### src/rtl/seg_pkg.sv
`default_nettype none
// ============================================================================
// Module   : seg_pkg
// Purpose  : Shared definitions for the seven-segment display path. Holds the
//            active-low segment patterns (identical to the display encoder's),
//            the segment bit order, the digit count, the digit-capture state
//            encoding and a helper that decodes an active-low anode vector.
// Revision : 1.0 - initial release
// ============================================================================
package seg_pkg;

  localparam int NUM_DIGITS = 4;

  // Segment bit positions inside the 7-bit bus {a,b,c,d,e,f,g}
  localparam int SEG_BIT_A = 6;
  localparam int SEG_BIT_B = 5;
  localparam int SEG_BIT_C = 4;
  localparam int SEG_BIT_D = 3;
  localparam int SEG_BIT_E = 2;
  localparam int SEG_BIT_F = 1;
  localparam int SEG_BIT_G = 0;

  // Active-low patterns (0 = segment lit)
  localparam logic [6:0] SEG_0     = 7'b0000001;
  localparam logic [6:0] SEG_1     = 7'b1001111;
  localparam logic [6:0] SEG_2     = 7'b0010010;
  localparam logic [6:0] SEG_3     = 7'b0000110;
  localparam logic [6:0] SEG_4     = 7'b1001100;
  localparam logic [6:0] SEG_5     = 7'b0100100;
  localparam logic [6:0] SEG_6     = 7'b0100000;
  localparam logic [6:0] SEG_7     = 7'b0001111;
  localparam logic [6:0] SEG_8     = 7'b0000000;
  localparam logic [6:0] SEG_9     = 7'b0000100;
  localparam logic [6:0] SEG_A     = 7'b0001000;
  localparam logic [6:0] SEG_C     = 7'b0110001;
  localparam logic [6:0] SEG_E     = 7'b0110000;
  localparam logic [6:0] SEG_F     = 7'b0111000;
  localparam logic [6:0] SEG_BLANK = 7'b1111111;

  // Per-digit capture state
  typedef enum logic [1:0] {
    ST_BLANK  = 2'd0,
    ST_SETTLE = 2'd1,
    ST_HELD   = 2'd2
  } dig_state_t;

  typedef struct packed {
    logic       valid;  // exactly one anode is low
    logic [1:0] idx;    // which digit that anode selects
  } sel_t;

  // Decode an active-low anode vector; anything other than a single low bit
  // is treated as a blank scan slot.
  function automatic sel_t sel_decode(input logic [3:0] an);
    sel_t s;
    s.valid = 1'b1;
    s.idx   = 2'd0;
    case (an)
      4'b1110: s.idx = 2'd0;
      4'b1101: s.idx = 2'd1;
      4'b1011: s.idx = 2'd2;
      4'b0111: s.idx = 2'd3;
      default: s.valid = 1'b0;
    endcase
    return s;
  endfunction

endpackage
`default_nettype wire

### src/rtl/seg_pattern_lookup.sv
`default_nettype none
// ============================================================================
// Module   : seg_pattern_lookup
// Purpose  : Inverse of the display encoder: maps an active-low 7-segment
//            pattern back to its hex nibble. B and D share no unique pattern
//            and are never produced; unknown patterns give nibble 0, bad=1.
// Ports    : seg    in  7  active-low segments {a..g}, a at bit 6
//            nibble out 4  decoded hex value
//            bad    out 1  pattern not recognised
// Revision : 1.0 - initial release
// ============================================================================
module seg_pattern_lookup
  import seg_pkg::*;
(
  input  logic [6:0] seg,
  output logic [3:0] nibble,
  output logic       bad
);

  always_comb begin
    nibble = 4'h0;
    bad    = 1'b0;
    case (seg)
      SEG_0:   nibble = 4'h0;
      SEG_1:   nibble = 4'h1;
      SEG_2:   nibble = 4'h2;
      SEG_3:   nibble = 4'h3;
      SEG_4:   nibble = 4'h4;
      SEG_5:   nibble = 4'h5;
      SEG_6:   nibble = 4'h6;
      SEG_7:   nibble = 4'h7;
      SEG_8:   nibble = 4'h8;
      SEG_9:   nibble = 4'h9;
      SEG_A:   nibble = 4'hA;
      SEG_C:   nibble = 4'hC;
      SEG_E:   nibble = 4'hE;
      SEG_F:   nibble = 4'hF;
      default: bad    = 1'b1;
    endcase
  end

endmodule
`default_nettype wire

### src/rtl/seg_scan_capture.sv
`default_nettype none
// ============================================================================
// Module   : seg_scan_capture
// Purpose  : Watches the multiplexed 4-digit seven-segment bus, debounces each
//            scan slot, decodes the digit shown and assembles complete frames
//            that are offered on a valid/ready handshake.
// Ports    : clk          in   1  system clock, rising edge
//            rst          in   1  synchronous active-high reset
//            an           in   4  anode selects, active-low
//            seg          in   7  segments, active-low {a..g}
//            frame        out 16  digit i in frame[4i+3:4i]
//            frame_bad    out  4  per-digit unrecognised-pattern flags
//            frame_valid  out  1  frame held and not yet accepted
//            frame_ready  in   1  consumer accept
//            overrun      out  1  one-cycle pulse, a completed frame dropped
//            idle         out  1  no valid select for TIMEOUT cycles
// Revision : 1.0 - initial release
// ============================================================================
module seg_scan_capture
  import seg_pkg::*;
#(
  parameter int STABLE_CYCLES = 16,
  parameter int TIMEOUT       = 65536
) (
  input  logic        clk,
  input  logic        rst,
  input  logic [3:0]  an,
  input  logic [6:0]  seg,
  output logic [15:0] frame,
  output logic [3:0]  frame_bad,
  output logic        frame_valid,
  input  logic        frame_ready,
  output logic        overrun,
  output logic        idle
);

  localparam int CNT_W = $clog2(STABLE_CYCLES + 1);
  localparam int TO_W  = $clog2(TIMEOUT + 1);

  localparam logic [CNT_W-1:0] CNT_LAST = CNT_W'(STABLE_CYCLES - 1);
  localparam logic [CNT_W-1:0] CNT_FULL = CNT_W'(STABLE_CYCLES);
  localparam logic [TO_W-1:0]  TO_MAX   = TO_W'(TIMEOUT);

  // Sample stage plus the previous sample, used for change detection
  logic [3:0] an_s, an_p;
  logic [6:0] seg_s, seg_p;

  dig_state_t       state, state_nx;
  logic [CNT_W-1:0] cnt, cnt_nx;
  logic [TO_W-1:0]  tcnt, tcnt_nx;
  logic [3:0]       mask, mask_nx;
  logic [3:0]       nib_slot [NUM_DIGITS];
  logic [3:0]       bad_slot;

  sel_t       sel;
  logic       same;
  logic       capture;
  logic       complete;
  logic       load;
  logic       timeout_hit;
  logic [3:0] lk_nibble;
  logic       lk_bad;

  seg_pattern_lookup u_lookup (
    .seg    (seg_s),
    .nibble (lk_nibble),
    .bad    (lk_bad)
  );

  assign sel  = sel_decode(an_s);
  assign same = ({an_s, seg_s} == {an_p, seg_p});

  // Digit debounce FSM: next state and capture strobe
  always_comb begin
    state_nx = state;
    cnt_nx   = cnt;
    capture  = 1'b0;
    case (state)
      ST_BLANK: begin
        cnt_nx = '0;
        if (sel.valid) begin
          state_nx = ST_SETTLE;
          cnt_nx   = CNT_W'(1);
        end
      end
      ST_SETTLE: begin
        if (!sel.valid) begin
          state_nx = ST_BLANK;
          cnt_nx   = '0;
        end else if (!same) begin
          cnt_nx = CNT_W'(1);
        end else if (cnt == CNT_LAST) begin
          // This sample is the STABLE_CYCLES-th identical one
          capture  = 1'b1;
          state_nx = ST_HELD;
          cnt_nx   = CNT_FULL;
        end else begin
          cnt_nx = cnt + CNT_W'(1);
        end
      end
      ST_HELD: begin
        if (!sel.valid) begin
          state_nx = ST_BLANK;
          cnt_nx   = '0;
        end else if (!same) begin
          state_nx = ST_SETTLE;
          cnt_nx   = CNT_W'(1);
        end
      end
      default: begin
        state_nx = ST_BLANK;
        cnt_nx   = '0;
      end
    endcase
  end

  // Frame completion, timeout and mask bookkeeping
  always_comb begin
    complete    = (mask == 4'b1111);
    load        = complete && (!frame_valid || frame_ready);
    tcnt_nx     = sel.valid ? '0 : ((tcnt == TO_MAX) ? tcnt : tcnt + TO_W'(1));
    timeout_hit = !sel.valid && (tcnt_nx == TO_MAX);
    mask_nx     = complete ? 4'b0000 : mask;
    if (capture) begin
      mask_nx[sel.idx] = 1'b1;
    end
    if (timeout_hit) begin
      mask_nx = 4'b0000;
    end
  end

  always_ff @(posedge clk) begin
    if (rst) begin
      an_s        <= 4'hF;
      seg_s       <= SEG_BLANK;
      an_p        <= 4'hF;
      seg_p       <= SEG_BLANK;
      state       <= ST_BLANK;
      cnt         <= '0;
      tcnt        <= '0;
      mask        <= '0;
      bad_slot    <= '0;
      for (int i = 0; i < NUM_DIGITS; i++) begin
        nib_slot[i] <= '0;
      end
      frame       <= '0;
      frame_bad   <= '0;
      frame_valid <= 1'b0;
      overrun     <= 1'b0;
      idle        <= 1'b1;
    end else begin
      an_s  <= an;
      seg_s <= seg;
      an_p  <= an_s;
      seg_p <= seg_s;
      state <= state_nx;
      cnt   <= cnt_nx;
      tcnt  <= tcnt_nx;
      mask  <= mask_nx;

      if (capture) begin
        nib_slot[sel.idx] <= lk_nibble;
        bad_slot[sel.idx] <= lk_bad;
      end

      if (sel.valid) begin
        idle <= 1'b0;
      end else if (timeout_hit) begin
        idle <= 1'b1;
      end

      if (load) begin
        frame       <= {nib_slot[3], nib_slot[2], nib_slot[1], nib_slot[0]};
        frame_bad   <= bad_slot;
        frame_valid <= 1'b1;
      end else if (frame_ready) begin
        frame_valid <= 1'b0;
      end

      overrun <= complete && !load;
    end
  end

endmodule
`default_nettype wire

### config.mk
export PLATFORM = sky130hd
export DESIGN_NAME = seg_scan_capture
export DESIGN_NICKNAME = d
export VERILOG_FILES = /design/src/rtl/seg_pkg.sv /design/src/rtl/seg_pattern_lookup.sv /design/src/rtl/seg_scan_capture.sv
export SDC_FILE = /design/constraint.sdc
export NUM_CORES = 1
export LEC_CHECK = 0
export BUFFER_PORTS_ARGS = -buffer_cell sky130_fd_sc_hd__clkbuf_2
export CORE_ASPECT_RATIO = 0.9
export CORE_MARGIN = 2
export CORE_UTILIZATION = 55
export DETAILED_ROUTE_END_ITERATION = 12
export GPL_TIMING_DRIVEN = 1
export PLACE_DENSITY = 0.75
export SETUP_SLACK_MARGIN = 0.15
export SYNTH_ARGS = -nofsm -noshare
export SYNTH_HDL_FRONTEND = slang
export SYNTH_SLANG_ARGS = --single-unit
### constraint.sdc
create_clock -name clk -period 2.8 [get_ports clk]
set_input_delay 0.28 -clock clk [delete_from_list [all_inputs] [get_ports clk]]
set_output_delay 0.28 -clock clk [all_outputs]
set_load 0.02 [all_outputs]
==> results by stage <==
Status:
- The run finished with clean final reports.

Worst setup path:
- The critical path in this run is classified as flip-flop to flip-flop.
- The most critical setup path has its endpoint at mask[1]$_SDFF_PP0_.
- The number of cell instances on the worst register-to-register path is 6.
- The worst setup path startpoint is tcnt[2]$_SDFF_PP0_.
- Setup slack on the worst reg-to-reg path comes out at 0.30 ns.
- In this run the critical register-to-register path is captured at mask[1]$_SDFF_PP0_.
- The maximum fanout count along the critical path is 12.
- The startpoint type of the worst setup path is a flip-flop.
- The launch instance of the worst register-to-register path is tcnt[2]$_SDFF_PP0_.
- The arrival time of the worst setup path is ~2.7 ns.
- The data required time at the worst endpoint is around 3 ns.
- The element type at the critical path end is a flip-flop.

Timing:
- Based on the critical path, the design can be clocked at up to approximately 0.4 GHz.
- Setup violations remaining at the end of the flow were counted as 0.
- The final count of hold timing violations came to 0.
- The max-slew violation count came to 0.
- Setup total negative slack on the finished layout was measured at 0 ns.
- For the pin with the worst max-slew slack, the measured transition is around 0.84 ns.
- Setup repair after global routing left no endpoint under its margin.
- Subtracting the final worst setup slack from the clock period gives 2.50 ns.
- The tightest slew margin relative to the limit is 0.430.
- Between clock sinks in the finished design, the worst skew comes to about 0.021 ns.
- The final worst setup slack is about 0.30 ns.
- The portion of the clock cycle consumed by the worst path in the final layout is 0.895.

Clock network:
- The clock latency of the later-clocked register in the worst-skew pair is 0.37 ns.
- The clock net in this run drives a total of 93 sinks.
- In this run the clock root is driven by a sky130_fd_sc_hd__clkbuf_8.
- CTS built an H-tree with a depth of 3.
- The buffer count from post-CTS setup fixing is 0.
- No sink is reached through more buffers than the 2 on the longest clock path.
- After clock tree synthesis, the clock-pin slew on the worst setup and hold paths is roughly 0.1 ns.
- TritonCTS built the clock tree.
- Clock tree synthesis inserted a total of 9 buffers.

Logic synthesis:
- The netlist area before placement is 0.00413 mm^2.
- Counting flops with an async set or reset pin after synthesis yields a share of 0.
- Synthesis produced a netlist with a net count of 476.
- The main flop type after synthesis is sky130_fd_sc_hd__dfxtp_1.
- After synthesis the netlist holds a flip-flop and latch count of between 90 and 100.
- The number of different library cells in the post-synthesis netlist is 49.
- The sequential cell area fraction in the yosys report is 0.489.
- The number of flops mapped to enable cells by yosys is 16.
- Synthesis handed over a netlist of around 460 instances.
- Averaged over all synthesized cells, the footprint is between 9 and 10 um^2.
- The number of warnings issued by yosys is 0.

Placement:
- The congestion estimate from routability-driven global placement came to between 0.9 and 1.
- The count of buffers added on input and output ports is 36.
- The HPWL after detailed placement is approximately 5.5 mm.
- Prior to clock tree synthesis, the placed netlist has a worst setup slack of about 0.22 ns.

Cells and area:
- The library cells used most frequently in the layout, excluding fill and tap cells, are 75 x sky130_fd_sc_hd__dfxtp_1, 54 x sky130_fd_sc_hd__nor2_1, 47 x sky130_fd_sc_hd__nand2_1.
- The most frequent standard cell in the layout excluding fill and tap cells is sky130_fd_sc_hd__dfxtp_1.
- The number of diodes added for antenna fixing is 0.
- The layout overhead on the synthesized area is 11.5%.
- The share of final-layout standard cells stronger than drive strength 1 is 0.209.
- The final net count is roughly 510.
- The number of fill cells in the layout is between 600 and 700.

Floorplanning:
- The die is ~86 um tall.
- The initial cell density of the core is 0.578.
- The area inside the core boundary is just over 0.007 mm^2.
- For this design the top-level I/O count stands at 37.
- The width of the die is roughly 95 um.
- Row generation in the floorplan step produced 29 rows.
- The die covers slightly above 0.008 mm^2.

Flow run:
- Across the run, the number of max-cap violations was 0.

Detailed routing:
- In this run the remaining antenna-violating nets after routing total 0.
- Wires add up to approximately 8.0 mm.
- Dividing the detail-routed wire length by the instance count gives roughly 14 um.
- The DRC violation total after the first TritonRoute iteration is 170.
- The total vias in the final route is 3201.
- In the routed layout, each cell is associated on average with a via count of around 5.5.
- The count of TritonRoute iterations in the first routing pass is 4.
- For this run, design rule violations remaining after detail routing come to 0.

Power:
- VDD sags by at most 295 uV.
- In this run the power density over the cells is approximately 540 mW/mm^2.
- For this design the static power due to leakage is between 1.5 and 2 nW.

Global routing:
- The global-route total usage across every layer is 0.206.
- The number of antenna violations at the first check in global routing came to 0.
- The total overflow left after global routing is 0.
- The pin count of the biggest net entering global routing is 61.
- The first global-routing pass estimated between 10 and 15 mm of wire.
- The via count of the first global-routing pass is 2920.

Worst hold path:
- The count of cells along the worst hold path is 2.
- The path category of the worst min-delay check is input pin to flip-flop.
through the flow:
| step | instance area [um^2] | hold WS (ns) | power (mW) | std cells | utilization |
|---|---|---|---|---|---|
| after floorplan | 4130 | 0.370 | 1.55 | 458 | - |
| after global placement | 4380 | 0.443 | 1.59 | 569 | 0.613 |
| after detailed placement | 4380 | 0.447 | 1.59 | 569 | 0.613 |
| after CTS | 4590 | 0.0757 | 2.48 | 585 | 0.642 |
| after global routing | 4610 | 0.0702 | 2.57 | 585 | 0.644 |
| final | 4610 | 0.0936 | 2.47 | 585 | 0.644 |
critical path, stage by stage (launching register included):
cell and delay [ns]:
sky130_fd_sc_hd__dfxtp_1 0.53, sky130_fd_sc_hd__nand4_1 0.32, sky130_fd_sc_hd__or3_1 0.52, sky130_fd_sc_hd__mux2i_1 0.15, sky130_fd_sc_hd__o31a_1 0.34, sky130_fd_sc_hd__nor4_4 0.41
sky130_fd_sc_hd__nor3_1 0.09
cell type report:
type,instances,area (um^2),area share
flip-flops and latches,93,2020,0.440
multi-input cells,321,1930,0.419
repair buffers,50,285,0.0619
clock buffers,10,149,0.0323
well taps,93,116,0.0253
clock inverters,6,56.3,0.0122
inverters,12,45.0,0.00978
worst min path at each step:
| stage | to | start | slack (ns) |
|---|---|---|---|
| after global placement | frame[9]$_SDFFE_PP0P_ | frame[9]$_SDFFE_PP0P_ | 0.44 |
| after CTS | an_s[1]$_SDFF_PP1_ | an[1] | 0.08 |
| after global routing | an_s[1]$_SDFF_PP1_ | an[1] | 0.07 |
| after detailed placement | frame[15]$_SDFFE_PP0P_ | frame[15]$_SDFFE_PP0P_ | 0.45 |
| after floorplan | state[0]$_SDFFE_PP0P_ | rst | 0.37 |
| final | seg_s[6]$_SDFF_PP1_ | seg[6] | 0.09 |
per-layer routing:
layer / track usage / share of wire / routed length, um
met3: 0.0591 / 0.052 / 417
met5: 0 / 0 / 0
met1: 0.266 / 0.47 / 3770
met2: 0.330 / 0.46 / 3670
met4: 0.0738 / 0.020 / 163
registers in the layout (all words and copies together) (netlist names):
name and flops:
tcnt 17, frame 16, nib_slot 16, seg_p 7
seg_s 7, cnt 5, an_p 4, an_s 4
bad_slot 4, frame_bad 4, mask 4, state 2
frame_valid 1, idle 1, overrun 1
logic make-up after synthesis:
kind of cell,count (synthesis),synth area share
buf+inv,44,0.0469
xor+xnor,32,0.0678
simple gates,215,0.270
mux,9,0.0218
fa+ha+maj,4,0.0121
compound gates,61,0.0921
flops,93,0.489
where the power goes:
| part | internal, mW | switching, mW |
|---|---|---|
| Sequential | 1.39 | 0.0351 |
| Combinational | 0.0624 | 0.0777 |
| Clock | 0.399 | 0.504 |
| Total | 1.85 | 0.617 |
Yosys cell counts (4+ instances only):
library cell                count  area, um^2
sky130_fd_sc_hd__ha_1           4        50.1
sky130_fd_sc_hd__a21oi_1       31         155
sky130_fd_sc_hd__nor2b_1        7        43.8
sky130_fd_sc_hd__a2111oi_0      4        35.0
sky130_fd_sc_hd__nand2b_1       4        25.0
sky130_fd_sc_hd__nand3_1       13        65.1
sky130_fd_sc_hd__nand4_1       10        62.6
sky130_fd_sc_hd__nand4b_1       4        35.0
sky130_fd_sc_hd__inv_1         12        45.0
sky130_fd_sc_hd__mux2i_1        9        90.1
sky130_fd_sc_hd__dfxtp_1       77        1540
sky130_fd_sc_hd__xor2_1        21         184
sky130_fd_sc_hd__nor3_1        17        85.1
sky130_fd_sc_hd__a211o_1        4        35.0
sky130_fd_sc_hd__nor2_1        54         203
sky130_fd_sc_hd__nor4_1         6        37.5
sky130_fd_sc_hd__xnor2_1       11        96.3
sky130_fd_sc_hd__or3_1          5        31.3
sky130_fd_sc_hd__edfxtp_1      16         480
sky130_fd_sc_hd__or2_2         27         169
sky130_fd_sc_hd__clkbuf_1      26        97.6
sky130_fd_sc_hd__o21ai_0        7        35.0
sky130_fd_sc_hd__nand2_1       47         176
timing repair:
| item | CTS | global route |
|---|---|---|
| hold buffers | 0 | 0 |
| endpoints found under the setup margin | 0 | 11 |
| gates resized for setup | 0 | 4 |
No activity file was read; power rests on OpenSTA's default activity.
